`src/rtl/hyperbus_pkg.sv`:
```
// rtl/hyperbus_pkg.sv - shared types and helpers for the HyperBus burst splitter
package hyperbus_pkg;

  typedef enum logic [2:0] {
    S_IDLE    = 3'd0,
    S_CALC    = 3'd1,
    S_ISSUE   = 3'd2,
    S_WAIT_RX = 3'd3,
    S_DONE    = 3'd4
  } splitter_state_t;

  function automatic logic [31:0] min3(input logic [31:0] a,
                                       input logic [31:0] b,
                                       input logic [31:0] c);
    logic [31:0] m;
    m = (a < b) ? a : b;
    return (m < c) ? m : c;
  endfunction

endpackage

```
`src/rtl/hyperbus_chunk_calc.sv`:
```
// rtl/hyperbus_chunk_calc.sv - size of the next PHY transaction from address, remaining length and space
module hyperbus_chunk_calc
  import hyperbus_pkg::*;
#(
  parameter int LEN_WIDTH      = 16,
  parameter int MAX_BURST      = 256,
  parameter int BOUNDARY_WORDS = 1024,
  parameter int BND_BITS       = $clog2(BOUNDARY_WORDS)
) (
  input  logic [BND_BITS-1:0]  addr_lo_i,
  input  logic [LEN_WIDTH-1:0] remaining_i,
  input  logic                 reg_space_i,
  output logic [LEN_WIDTH-1:0] chunk_o
);

  localparam int CW = LEN_WIDTH + 1;

  logic [CW-1:0] w_offset;
  logic [CW-1:0] w_to_bnd;

  assign w_offset = CW'(addr_lo_i);
  assign w_to_bnd = CW'(BOUNDARY_WORDS) - w_offset;

  // The minimum never exceeds remaining, so truncating back to LEN_WIDTH is lossless.
  assign chunk_o = reg_space_i ? LEN_WIDTH'(1)
                 : LEN_WIDTH'(min3(32'(remaining_i), 32'(MAX_BURST), 32'(w_to_bnd)));

endmodule

```
`src/rtl/hyperbus_burst_splitter.sv`:
```
// rtl/hyperbus_burst_splitter.sv - splits a linear word burst into PHY transactions and tracks read completion
module hyperbus_burst_splitter
  import hyperbus_pkg::*;
#(
  parameter int NR_CS          = 2,
  parameter int BURST_WIDTH    = 12,
  parameter int LEN_WIDTH      = 16,
  parameter int MAX_BURST      = 256,
  parameter int BOUNDARY_WORDS = 1024,
  parameter int CS_ADDR_BIT    = 23
) (
  input  logic                   clk_i,
  input  logic                   rst_i,
  input  logic                   req_valid_i,
  output logic                   req_ready_o,
  input  logic [31:0]            req_addr_i,
  input  logic [LEN_WIDTH-1:0]   req_len_i,
  input  logic                   req_write_i,
  input  logic                   req_reg_space_i,
  output logic                   trans_valid_o,
  input  logic                   trans_ready_i,
  output logic [31:0]            trans_address_o,
  output logic [NR_CS-1:0]       trans_cs_o,
  output logic                   trans_write_o,
  output logic [BURST_WIDTH-1:0] trans_burst_o,
  output logic                   trans_address_space_o,
  input  logic                   rx_valid_i,
  input  logic                   rx_ready_i,
  output logic                   done_o,
  output logic                   err_o
);

  localparam int          CS_W     = $clog2(NR_CS);
  localparam int          BND_BITS = $clog2(BOUNDARY_WORDS);
  localparam logic [31:0] CS_MASK  = (32'(NR_CS) - 32'd1) << CS_ADDR_BIT;

  splitter_state_t r_state, w_next_state;

  logic [31:0]          r_addr;
  logic [LEN_WIDTH-1:0] r_remaining;
  logic [LEN_WIDTH-1:0] r_total;
  logic [LEN_WIDTH-1:0] r_rx_cnt;
  logic [LEN_WIDTH-1:0] r_chunk;
  logic                 r_write;
  logic                 r_reg_space;
  logic                 r_err;
  logic [31:0]          r_trans_addr;
  logic [NR_CS-1:0]     r_trans_cs;

  logic [LEN_WIDTH-1:0] w_chunk;
  logic                 w_bad_req;
  logic                 w_last;
  logic                 w_rx_beat;
  logic                 w_counting;

  hyperbus_chunk_calc #(
    .LEN_WIDTH      (LEN_WIDTH),
    .MAX_BURST      (MAX_BURST),
    .BOUNDARY_WORDS (BOUNDARY_WORDS),
    .BND_BITS       (BND_BITS)
  ) u_chunk_calc (
    .addr_lo_i   (r_addr[BND_BITS-1:0]),
    .remaining_i (r_remaining),
    .reg_space_i (r_reg_space),
    .chunk_o     (w_chunk)
  );

  assign w_bad_req  = (req_len_i == '0) || (req_reg_space_i && (req_len_i != LEN_WIDTH'(1)));
  assign w_last     = (r_remaining == r_chunk);
  assign w_rx_beat  = rx_valid_i && rx_ready_i;
  assign w_counting = (r_state == S_CALC) || (r_state == S_ISSUE) || (r_state == S_WAIT_RX);

  assign trans_address_o       = r_trans_addr;
  assign trans_cs_o            = r_trans_cs;
  assign trans_write_o         = r_write;
  assign trans_burst_o         = BURST_WIDTH'(r_chunk);
  assign trans_address_space_o = r_reg_space;

  always_ff @(posedge clk_i) begin
    if (rst_i) begin
      r_state <= S_IDLE;
    end else begin
      r_state <= w_next_state;
    end
  end

  always_comb begin
    w_next_state  = r_state;
    req_ready_o   = 1'b0;
    trans_valid_o = 1'b0;
    done_o        = 1'b0;
    err_o         = 1'b0;
    case (r_state)
      S_IDLE: begin
        req_ready_o = 1'b1;
        if (req_valid_i) w_next_state = w_bad_req ? S_DONE : S_CALC;
      end
      S_CALC: w_next_state = S_ISSUE;
      S_ISSUE: begin
        trans_valid_o = 1'b1;
        if (trans_ready_i) begin
          if (!w_last)      w_next_state = S_CALC;
          else if (r_write) w_next_state = S_DONE;
          else              w_next_state = S_WAIT_RX;
        end
      end
      // Also covers the count having been reached while transactions were still being issued.
      S_WAIT_RX: if (r_rx_cnt == r_total) w_next_state = S_DONE;
      S_DONE: begin
        done_o       = 1'b1;
        err_o        = r_err;
        w_next_state = S_IDLE;
      end
      default: w_next_state = S_IDLE;
    endcase
  end

  always_ff @(posedge clk_i) begin
    if (rst_i) begin
      r_addr       <= '0;
      r_remaining  <= '0;
      r_total      <= '0;
      r_rx_cnt     <= '0;
      r_chunk      <= '0;
      r_write      <= 1'b0;
      r_reg_space  <= 1'b0;
      r_err        <= 1'b0;
      r_trans_addr <= '0;
      r_trans_cs   <= '0;
    end else begin
      if (r_state == S_IDLE && req_valid_i) begin
        r_addr      <= req_addr_i;
        r_remaining <= req_len_i;
        r_total     <= req_len_i;
        r_write     <= req_write_i;
        r_reg_space <= req_reg_space_i;
        r_err       <= w_bad_req;
        r_rx_cnt    <= '0;
      end else if (w_counting && w_rx_beat && (r_rx_cnt != r_total)) begin
        r_rx_cnt <= r_rx_cnt + LEN_WIDTH'(1);
      end

      if (r_state == S_CALC) begin
        r_chunk      <= w_chunk;
        r_trans_addr <= r_addr & ~CS_MASK;
        r_trans_cs   <= NR_CS'(1) << r_addr[CS_ADDR_BIT +: CS_W];
      end

      if (r_state == S_ISSUE && trans_ready_i) begin
        r_addr      <= r_addr + 32'(r_chunk);
        r_remaining <= r_remaining - r_chunk;
      end

      if (r_state == S_DONE) r_err <= 1'b0;
    end
  end

endmodule

```
`config.mk`:
```
export PLATFORM = sky130hd
export DESIGN_NAME = hyperbus_burst_splitter
export DESIGN_NICKNAME = d
export VERILOG_FILES = /design/src/rtl/hyperbus_pkg.sv /design/src/rtl/hyperbus_chunk_calc.sv /design/src/rtl/hyperbus_burst_splitter.sv
export SDC_FILE = /design/constraint.sdc
export NUM_CORES = 1
export LEC_CHECK = 0
export CAP_MARGIN = 40
export CORE_UTILIZATION = 40
export CTS_CLUSTER_SIZE = 25
export DETAILED_ROUTE_END_ITERATION = 16
export PLACE_DENSITY_LB_ADDON = 0.08
export SYNTH_ARGS = -nofsm -noshare
export SYNTH_HDL_FRONTEND = slang
export SYNTH_SLANG_ARGS = --single-unit
```
`constraint.sdc`:
```
create_clock -name clk_i -period 3.6 [get_ports clk_i]
set_clock_uncertainty 0.15 [all_clocks]
set_input_delay 1.08 -clock clk_i [delete_from_list [all_inputs] [get_ports clk_i]]
set_output_delay 1.08 -clock clk_i [all_outputs]
set_load 0.01 [all_outputs]
```
==> summary.md, run 1 <==
| Metric | Value |
|---|---|
| Max_slew headroom | `50.2%` |
| Fin crit period | `between 3 and 4 ns` |
| Netlist cell types | `71` |
| Number of global-route vias before repair | `7176` |
| Leak | `about 3.7 nW` |
| Clock share of power | `a little over a third` |
| DR vias | `about 7500` |
| Post-synth EDFFs | `0` |
| Vias/cell | `5.51` |
| Share of layout cells above drive strength 1 | `between 6 and 7%` |
| Max cap viols | `0` |
| Primary FF master, synth | `dfxtp_1` |
| Post-DP HPWL | `17300 um` |
| P per Cell Area | `roughly 440 nW/um^2` |
| Initial antenna violation count | `0` |
| CTS Buf Count | `17` |
| Initial cell density of the core | `41.5%` |
| Setup violations, final | `0` |
| CTS max path bufs | `2` |
| CP startpoint kind | `flip-flop` |
| Combinational Power Share | `23.9%` |
| I/O Pins | `around 110` |
| Hold WC Path Type | `reg2reg` |
| Status | `complete, no violations` |
| Gr usage total | `around a quarter` |
| Slew of the pin with the lowest slew margin | `around 0.74 ns` |
| Wire per inst | `roughly 17 um` |
| Fin nets | `about 1200` |
| Final worst slack | `roughly 0.32 ns` |
| Final Cycle Share | `between 90% and 100%` |
| Core area | `~19000 um^2` |
| H-tree levels | `4` |
| CTS resizes | `0` |
| CTS tree | `yes` |
| Syn_area_per_cell | `~8 um^2` |
| Fillers | `1917` |
| Slew Viols, Final | `0` |
| Critical Path AT | `3.48 ns` |
| First-pass GRT wire length | `between 30000 and 40000 um` |
| Post CTS Setup Buffer Count | `0` |
| Register area | `between 2000 and 3000 um^2` |
| 1st-pass router iterations | `5` |
| Die footprint | `roughly 20000 um^2` |
| Post-Syn Area | `between 7000 and 8000 um^2` |
| Hold Buf Count CTS | `0` |
| Area Growth Syn to Fin | `23.0%` |
| Req. time, crit path | `approximately 3.8 ns` |
| Maximum vdd drop | `345 uV` |
| Crit Path Max Fanout | `12` |
| Gp weighted congestion | `between 0.9 and 1` |
| DR iter-0 viols | `480` |
| Achievable Freq | `approximately 300 MHz` |
| Hold Slack | `roughly 0.3 ns` |
| Multi-input gate area | `roughly 4800 um^2` |
| Core Rows | `50` |
| Power share of the sequential group | `39.7%` |
| Flops & latches, synth | `roughly 140` |
| Post-synth ARST share | `0%` |
| Unrepaired setup endpoints after global routing | `no` |
| Clock latency on the worst-skew pair | `about 0.42 ns` |
| Crit Path Class | `reg2reg` |
| CTS sink cnt | `about 140` |
| Fin util | `51.0%` |
| Sw power | `0.00134 W` |
| Die Span X | `around 140 um` |
| Clock root cell | `clkbuf_16` |
| WL final | `23300 um` |
| N_diodes | `0` |
| P_int | `a little under 0.003 W` |
| Seq/Total Area, Yosys | `between 30% and 40%` |
| Net Sw Frac | `31.5%` |
| DRC | `0` |
| Die height | `approximately 140 um` |
| Synth Warn # | `0` |
| DRT antenna net count | `0` |
| Hold Vio Cnt, Final | `0` |
| Synth Instances | `just over 1000` |
| Setup TNS | `0 ns` |
| Design Power | `~0.0042 W` |
| Clock transition at path regs | `0.06 ns` |
| Pin count of the biggest net entering global routing | `about 70` |
| Pre-CTS WS | `between 0.3 and 0.4 ns` |
| Crit. End Element | `flip-flop` |
| Grt total ovfl | `0` |
| # port buffers | `106` |
## cell families (layout without fill, tap and decap cells)
family | Yosys count | in the layout | share of synthesized area (%)
simple gates | 409 | 409 | 24.3
mux | 6 | 6 | 0.780
fa+ha+maj | 45 | 45 | 7.35
flops | 135 | 135 | 34.4
compound gates | 263 | 263 | 21.6
other cells | 1 | 3 | 0.0477
xor+xnor | 55 | 55 | 6.13
buf+inv | 97 | 189 | 5.36
## synth_stat cells (4+ instances only)
cell type / number / area (um^2)
nand2_1: 186 / 698
dfxtp_1: 135 / 2700
a21oi_1: 104 / 521
nor2_1: 69 / 259
clkbuf_1: 45 / 169
ha_1: 43 / 538
xor2_1: 38 / 333
inv_1: 30 / 113
nand3_1: 26 / 130
o21ai_1: 22 / 110
nor3_1: 20 / 100
a31oi_1: 17 / 106
xnor2_1: 17 / 149
a311oi_1: 15 / 131
nand4_1: 15 / 93.8
o21ai_0: 15 / 75.1
nor4_1: 14 / 87.6
or3_1: 14 / 87.6
and2_1: 13 / 81.3
buf_4: 13 / 97.6
a22oi_1: 12 / 90.1
a211oi_1: 11 / 82.6
a21o_1: 11 / 82.6
nand2b_1: 11 / 68.8
and3_1: 9 / 56.3
a22o_1: 8 / 70.1
buf_1: 7 / 26.3
o211ai_1: 7 / 52.6
o21a_1: 7 / 52.6
mux2i_1: 5 / 50.1
nor3b_1: 5 / 37.5
or4_1: 5 / 37.5
o21bai_1: 4 / 30.0
## layout by cell type (no fill, tap or decap), types with 22 or more instances in the layout
cell type and instances:
o21ai_1 22, clkdlybuf4s50_1 105, nand2_1 185, nand3_1 26, xor2_1 38, ha_1 43, nor2_1 68, inv_1 30
dfxtp_1 135, a21oi_1 104
## critical path, stage by stage (launching register included)
cell and delay, ns:
dfxtp_1 0.45, ha_1 0.24, inv_1 0.06, fa_1 0.39, nand2b_1 0.20, a211o_1 0.29, a31o_2 0.24, o22ai_2 0.18
o31a_4 0.18, o21ai_2 0.15, or4_1 0.53, a31oi_1 0.17
## worst paths after layout
kind	cells after the start	from	slack [ns]	to
worst min-delay path	2	trans_address_o[22]	0.30	trans_address_o[22]
worst max-delay path	11	r_addr[0]	0.32	r_addr[28]
worst min register to register	2	trans_address_o[22]	0.30	trans_address_o[22]
worst max register to register	11	r_addr[0]	0.32	r_addr[28]
## metrics by stage
stage                     instances  instance area [um^2]
after floorplan                1013                  7870
after global routing           1365                  9670
after global placement         1334                  9160
after CTS                      1365                  9670
after detailed placement       1335                  9160
final                          1365                  9670
## per-layer routing
metal  part of all wire (%)  track usage (%)  wire [um]
met5                      0                0          0
met3                    4.4             4.71       1030
met1                     47             32.1      11000
met2                     47             39.0      11000
met4                    1.2             5.55        269
## power groups by stage
| stage | sequential, W | combinational [W] | clock, W |
|---|---|---|---|
| after floorplan | 0.00168 | 0.000697 | 0 |
| after global routing | 0.00170 | 0.00113 | 0.00165 |
| after detailed placement | 0.00171 | 0.00100 | 0 |
| after global placement | 0.00172 | 0.00100 | 0 |
| after CTS | 0.00168 | 0.00101 | 0.00157 |
| final | 0.00168 | 0.00101 | 0.00154 |
## registers in the layout (all words and copies together), names as in the netlist, 2 cells and up
name,flops
r_addr,32
trans_address_o,31
r_chunk,16
r_remaining,16
r_rx_cnt,16
r_total,16
r_state,3
trans_cs_o,2
## layout make-up
cell class,count,area share [%]
clock buffers,21,4.66
clock inverters,9,0.582
inverters,30,1.16
multi-input cells,781,49.2
flip-flops and latches,135,27.9
well taps,260,3.36
repair buffers,129,13.1
(Power assumes the default switching activity.)
==> inputs of run 2 (changes only) <==
- CORE_MARGIN: default -> 2
- MAX_ROUTING_LAYER: default -> met4
- SYNTH_HIERARCHICAL: default -> 1
==> summary.md, run 2 <==
| Metric | Value |
|---|---|
| Slowest CP cell | `or4_1 (unchanged)` |
| Unrepaired setup endpoints after global routing | `no (unchanged)` |
| Gp weighted congestion | `0.868 (was 0.911)` |
| Slew of the pin with the lowest slew margin | `0.902 ns (was 0.744 ns)` |
| DP Cell Count | `1399 (was 1335)` |
| 1st-pass router iterations | `5 (unchanged)` |
| Initial antenna violation count | `0 (unchanged)` |
| Sw power | `0.00134 W (about the same)` |
| Hold Slack | `0.304 ns (was 0.305 ns)` |
| DRC | `0 (unchanged)` |
| CTS max path bufs | `2 (unchanged)` |
| DP Area | `9430 um^2 (was 9160 um^2)` |
| Initial cell density of the core | `40.4% (was 41.5%)` |
| CTS sink cnt | `135 (unchanged)` |
| Post-synth top area cell | `dfxtp_1 (unchanged)` |
| Die Span X | `146 um (was 142 um)` |
| Hold Buf Count CTS | `0 (unchanged)` |
| Combinational Power Share | `21.5% (was 23.9%)` |
| Die footprint | `21400 um^2 (was 20200 um^2)` |
| Most frequent cell after synthesis | `nand2_1 (unchanged)` |
| Post-Syn Area | `8100 um^2 (was 7860 um^2)` |
| Post-synth top area share | `33.4% (was 34.4%)` |
| WL final | `24200 um (was 23300 um)` |
| Max_slew headroom | `39.9% (was 50.2%)` |
| CP peak stage delay | `0.60 ns (was 0.53 ns)` |
| Clock transition at path regs | `0.06 ns (about the same)` |
| Clock root cell | `clkbuf_16 (unchanged)` |
| Flops & latches, synth | `135 (unchanged)` |
| Setup violations, final | `0 (unchanged)` |
| P_int | `0.00325 W (was 0.00290 W)` |
| Pin count of the biggest net entering global routing | `48 (was 68)` |
| Top reg by flops | `r_addr (unchanged)` |
| Grt total ovfl | `0 (unchanged)` |
| I/O Pins | `108 (unchanged)` |
| # port buffers | `106 (unchanged)` |
| Post-synth EDFFs | `0 (unchanged)` |
| Clock share of power | `42.4% (was 36.4%)` |
| Commonest non-fill, non-tap cell in the layout | `nand2_1 (unchanged)` |
| H-tree levels | `4 (unchanged)` |
| Core Rows | `52 (was 50)` |
| Clock latency on the worst-skew pair | `0.42 ns (about the same)` |
| Critical Path AT | `3.54 ns (was 3.48 ns)` |
| Core area | `20000 um^2 (was 19000 um^2)` |
| Crit. End Element | `flip-flop (unchanged)` |
| Netlist cell types | `74 (was 71)` |
| Worst-path cell chain | `or4_1, or4_1, nand2_1, ha_1, nand2_1, o21ai_0, a222oi_1, buf_4, mux2_2, nand2_1, a21oi_1 (was ha_1, inv_1, fa_1, nand2b_1, a211o_1, a31o_2, o22ai_2, o31a_4, o21ai_2, or4_1, a31oi_1)` |
| CP startpoint kind | `flip-flop (unchanged)` |
| Req. time, crit path | `3.74 ns (was 3.80 ns)` |
| Crit-path most repeated cell | `nand2_1` |
| Synth Instances | `1055 (was 1011)` |
| DRT antenna net count | `0 (unchanged)` |
| Status | `complete, no violations (unchanged)` |
| Crit Path Max Fanout | `11 (was 12)` |
| Number of global-route vias before repair | `7101 (was 7176)` |
| Number of flip-flops in the largest register | `32 (unchanged)` |
| Pre-CTS WS | `0.246 ns (was 0.321 ns)` |
| Area Growth Syn to Fin | `24.5% (was 23.0%)` |
| Fin crit period | `3.40 ns (was 3.28 ns)` |
| DR iter-0 viols | `477 (was 480)` |
| Post-Layout Cell Count | `1430 (was 1365)` |
| Wire per inst | `16.9 um (was 17.1 um)` |
| Net Sw Frac | `29.2% (was 31.5%)` |
| Gr usage total | `23.2% (was 23.8%)` |
| CTS resizes | `0 (unchanged)` |
| Seq/Total Area, Yosys | `33.4% (was 34.4%)` |
| N_diodes | `0 (unchanged)` |
| Primary FF master, synth | `dfxtp_1 (unchanged)` |
| Achievable Freq | `294 MHz (was 304 MHz)` |
| Finished Cell Area | `10100 um^2 (was 9670 um^2)` |
| CTS Buf Count | `17 (unchanged)` |
| Die height | `146 um (was 142 um)` |
| Maximum vdd drop | `321 uV (was 345 uV)` |
| Post CTS Setup Buffer Count | `0 (unchanged)` |
| Hold WC Path Type | `reg2reg (unchanged)` |
| Power share of the sequential group | `36.1% (was 39.7%)` |
| Post-synth ARST share | `0% (unchanged)` |
| First-pass GRT wire length | `38200 um (was 37500 um)` |
| Syn_area_per_cell | `7.67 um^2 (was 7.78 um^2)` |
| Share of layout cells above drive strength 1 | `7.41% (was 6.52%)` |
| P per Cell Area | `455 nW/um^2 (was 438 nW/um^2)` |
| Final worst slack | `0.204 ns (was 0.316 ns)` |
| DR vias | `7608 (was 7523)` |
| Crit Path Class | `reg2reg (unchanged)` |
| Final Cycle Share | `94.3% (was 91.2%)` |
| Slew Viols, Final | `0 (unchanged)` |
| Post-DP HPWL | `17600 um (was 17300 um)` |
| Max cap viols | `0 (unchanged)` |
| Synth Warn # | `6 (was 0)` |
| Vias/cell | `5.32 (was 5.51)` |
| Most frequent cells in the layout | `nand2_1 (224), dfxtp_1 (135), a21oi_1 (122), clkdlybuf4s50_1 (105), nor2_1 (59) (was nand2_1 (185), dfxtp_1 (135), clkdlybuf4s50_1 (105), a21oi_1 (104), nor2_1 (68))` |
| Leak | `3.88 nW (was 3.67 nW)` |
| Setup TNS | `0 ns (unchanged)` |
| CTS tree | `yes (unchanged)` |
| Top post-synthesis cells by area | `dfxtp_1 (33%), nand2_1 (10%), a21oi_1 (7.5%) (was dfxtp_1 (34%), nand2_1 (8.9%), ha_1 (6.8%))` |
| Post-synth top cells | `nand2_1 (226), dfxtp_1 (135), a21oi_1 (122) (was nand2_1 (186), dfxtp_1 (135), a21oi_1 (104))` |
| Fin nets | `1249 (was 1195)` |
| Hold Vio Cnt, Final | `0 (unchanged)` |
run 2: worst paths after layout:
path	slack (ns)	end	cells past startpoint	start
max	0.20	r_chunk[2]	11	r_addr[4]
min	0.30	trans_address_o[2]	2	trans_address_o[2]
max reg2reg	0.20	r_chunk[2]	11	r_addr[4]
min reg2reg	0.30	trans_address_o[2]	2	trans_address_o[2]
run 2: power groups by stage:
stage,Clock [W],Sequential [W],Combinational [W]
floorplan,0,0.00166,0.000681
detailed placement,0,0.00168,0.000974
global placement,0,0.00168,0.000970
finish,0.00194,0.00165,0.000987
global route,0.00203,0.00166,0.00109
CTS,0.00197,0.00165,0.000980
run 2: cell type report:
cell class	count	area, um^2
clock buffer	20	447
clock inverter	11	195
fill	2038	9960
inverter	31	116
multi-input combinational	826	4960
sequential	135	2700
tap	270	338
timing repair buffer	137	1320
run 2: worst max-delay path, delay by kind of cell (launching register included):
kind / cells / cell delay [ns]
AOI/OAI and AO/OA: 3 / 0.51
adders and majority gates: 1 / 0.22
buffers and inverters: 1 / 0.28
DFF: 1 / 0.39
muxes: 1 / 0.35
and+or+nand+nor: 5 / 1.37
run 2: logic make-up after synthesis:
| family | Yosys count | share of synthesized area [%] |
|---|---|---|
| adder cells (fa/ha/maj) | 45 | 7.14 |
| multiplexers | 13 | 1.75 |
| AND/OR/NAND/NOR | 450 | 26.3 |
| other | 2 | 0.0928 |
| XOR/XNOR | 61 | 6.60 |
| AO/OA/AOI/OAI | 249 | 19.0 |
| flip-flops | 135 | 33.4 |
| buffers and inverters | 100 | 5.72 |
run 2: through the flow:
stage	utilization [%]	power (W)
5_1_grt	50.3	0.00478
4_1_cts	50.3	0.00460
3_3_place_gp	47.0	0.00265
2_1_floorplan	-	0.00234
3_5_place_dp	47.1	0.00266
6_report	50.3	0.00458
run 2: layer usage:
metal	share of wire [%]	routed length (um)	global-route usage (%)	vias up
met1	49	11800	31.2	3539
li1	-	-	-	3872
met4	2.0	477	6.55	0
met2	45	10900	35.6	164
met3	4.3	1030	4.81	33
met5	0	0	-	-
==> inputs of run 3 (changes only) <==
- MAX_ROUTING_LAYER: met4 -> default
- PLACE_DENSITY_LB_ADDON: 0.08 -> default
==> summary.md, run 3 (same netlist as run 2, synthesis figures left out) <==
| Metric | Value |
|---|---|
| HP Start | `trans_cs_o[1] (was trans_address_o[2])` |
| Crit Path Class | `reg2reg (unchanged)` |
| Setup TNS | `0 ns (unchanged)` |
| Register area | `2700 um^2 (unchanged)` |
| Setup violations, final | `0 (unchanged)` |
| P per Cell Area | `438 nW/um^2 (was 455 nW/um^2)` |
| Core Rows | `52 (unchanged)` |
| Post-DP HPWL | `16800 um (was 17600 um)` |
| Clock transition at path regs | `0.06 ns (about the same)` |
| Number of global-route vias before repair | `7154 (was 7101)` |
| Initial cell density of the core | `40.4% (unchanged)` |
| Top reg by flops | `r_addr (unchanged)` |
| # port buffers | `106 (unchanged)` |
| Grt total ovfl | `0 (unchanged)` |
| Commonest non-fill, non-tap cell in the layout | `nand2_1 (unchanged)` |
| CP peak stage delay | `0.59 ns (was 0.60 ns)` |
| First-pass GRT wire length | `37300 um (was 38200 um)` |
| Slew Viols, Final | `0 (unchanged)` |
| 1st-pass router iterations | `5 (unchanged)` |
| Share of layout cells above drive strength 1 | `6.86% (was 7.41%)` |
| Slew of the pin with the lowest slew margin | `0.586 ns (was 0.902 ns)` |
| Combinational Power Share | `22.2% (was 21.5%)` |
| Unrepaired setup endpoints after global routing | `no (unchanged)` |
| Most frequent cells in the layout | `nand2_1 (225), dfxtp_1 (135), a21oi_1 (122), clkdlybuf4s50_1 (105), nor2_1 (59) (was nand2_1 (224), dfxtp_1 (135), a21oi_1 (122), clkdlybuf4s50_1 (105), nor2_1 (59))` |
| Critical Path AT | `3.48 ns (was 3.54 ns)` |
| CTS sink cnt | `135 (unchanged)` |
| Fin crit period | `3.35 ns (was 3.40 ns)` |
| Crit-path most repeated cell | `nand2_1 (unchanged)` |
| Clock share of power | `39.8% (was 42.4%)` |
| CTS tree | `yes (unchanged)` |
| DRC | `0 (unchanged)` |
| Hold Buf Count CTS | `0 (unchanged)` |
| Core area | `20000 um^2 (unchanged)` |
| DR iter-0 viols | `503 (was 477)` |
| Die footprint | `21400 um^2 (unchanged)` |
| Die Span X | `146 um (unchanged)` |
| Clock root cell | `clkbuf_16 (unchanged)` |
| Leak | `3.81 nW (was 3.88 nW)` |
| Hold WC Path Type | `reg2reg (unchanged)` |
| Sw power | `0.00131 W (was 0.00134 W)` |
| Multi-input gate area | `4960 um^2 (about the same)` |
| Status | `complete, no violations (unchanged)` |
| DRT antenna net count | `0 (unchanged)` |
| Req. time, crit path | `3.73 ns (was 3.74 ns)` |
| Fillers | `2024 (was 2038)` |
| Worst-path cell chain | `or4_4, or4_1, nand2_1, ha_1, nand2_1, o21ai_0, a222oi_1, buf_4, mux2_2, nand2_1, a21oi_1 (was or4_1, or4_1, nand2_1, ha_1, nand2_1, o21ai_0, a222oi_1, buf_4, mux2_2, nand2_1, a21oi_1)` |
| Max_slew headroom | `60.7% (was 39.9%)` |
| Gp weighted congestion | `0.872 (was 0.868)` |
| P_int | `0.00305 W (was 0.00325 W)` |
| Crit. End Element | `flip-flop (unchanged)` |
| Slowest CP cell | `or4_4 (was or4_1)` |
| Gr usage total | `21.6% (was 23.2%)` |
| CTS Buf Count | `17 (unchanged)` |
| Vias/cell | `5.38 (was 5.32)` |
| WL final | `23200 um (was 24200 um)` |
| Number of flip-flops in the largest register | `32 (unchanged)` |
| Clock latency on the worst-skew pair | `0.42 ns (about the same)` |
| I/O Pins | `108 (unchanged)` |
| CP startpoint kind | `flip-flop (unchanged)` |
| Die height | `146 um (unchanged)` |
| CTS max path bufs | `2 (unchanged)` |
| Crit Path Max Fanout | `8 (was 11)` |
| Achievable Freq | `298 MHz (was 294 MHz)` |
| Final worst slack | `0.249 ns (was 0.204 ns)` |
| Hold Vio Cnt, Final | `0 (unchanged)` |
| Net Sw Frac | `30.0% (was 29.2%)` |
| FF-to-FF Start | `r_addr[4] (unchanged)` |
| Power share of the sequential group | `38.0% (was 36.1%)` |
| Maximum vdd drop | `308 uV (was 321 uV)` |
| Beginning of the critical path | `r_addr[4] (unchanged)` |
| Wire per inst | `16.3 um (was 16.9 um)` |
| Fin nets | `1241 (was 1249)` |
| H-tree levels | `4 (unchanged)` |
| Pin count of the biggest net entering global routing | `51 (was 48)` |
| N_diodes | `0 (unchanged)` |
| Hold depth | `2 (unchanged)` |
| Final Cycle Share | `93.1% (was 94.3%)` |
| DR vias | `7654 (was 7608)` |
| Max cap viols | `0 (unchanged)` |
| Area Growth Syn to Fin | `22.8% (was 24.5%)` |
| Initial antenna violation count | `0 (unchanged)` |
| Worst-case reg-to-reg path depth | `11 (unchanged)` |
| Pre-CTS WS | `0.218 ns (was 0.246 ns)` |
run 3: cell count changes in the layout (fill, tap and decap cells not counted), moves of 2 or more:
| cell | delta |
|---|---|
| clkinv_2 | +2 |
| bufinv_16 | -3 |
| clkinv_4 | +3 |
| buf_4 | -8 |
run 3: layout make-up:
cell class,count,share of cell area [%]
clock buffer,20,4.59
clock inverter,11,1.26
inverter,31,1.17
multi-input combinational,826,49.9
sequential,135,27.2
tap,270,3.40
timing repair buffer,129,12.5
run 3: metal layers:
layer	part of all wire (%)	wire [um]	GRT usage [%]	vias to the layer above
li1	-	-	-	3854
met1	48	11200	29.7	3587
met2	46	10600	34.7	182
met3	4.2	972	4.19	31
met4	1.6	382	5.83	0
met5	0	0	0	-
run 3: final timing paths:
kind              slack (ns)            end
setup / recovery        0.25     r_chunk[2]
hold / removal          0.30  trans_cs_o[1]
setup reg to reg        0.25     r_chunk[2]
hold reg to reg         0.30  trans_cs_o[1]
run 3: repair_timing:
action / in CTS / in global routing
endpoints found under the setup margin: 0 / 2
gates resized for setup: 0 / 4
setup buffers: 0 / 1
run 3: stage by stage:
step	power [W]	hold WS [ns]	utilization [%]	area, um^2	std cells
after floorplan	0.00234	0.298	-	8120	1061
after global placement	0.00262	0.294	46.5	9320	1388
after detailed placement	0.00263	0.297	46.6	9340	1389
after CTS	0.00436	0.306	49.5	9920	1420
after global routing	0.00457	0.321	49.6	9940	1422
final	0.00435	0.302	49.6	9940	1422
run 3: power groups by stage:
stage          Sequential [W]  Combinational (W)  Clock, W
2_1_floorplan         0.00166           0.000681         0
6_report              0.00166           0.000968   0.00173
5_1_grt               0.00166            0.00108   0.00183
3_5_place_dp          0.00169           0.000942         0
3_3_place_gp          0.00169           0.000940         0
4_1_cts               0.00165           0.000948   0.00176
run 3: worst max-delay path: cells and delay by family (launching register included):
kind,cells,cell delay (ns)
AOI/OAI and AO/OA,3,0.52
adders and majority gates,1,0.22
buffers and inverters,1,0.23
DFF,1,0.40
muxes,1,0.34
and+or+nand+nor,5,1.35
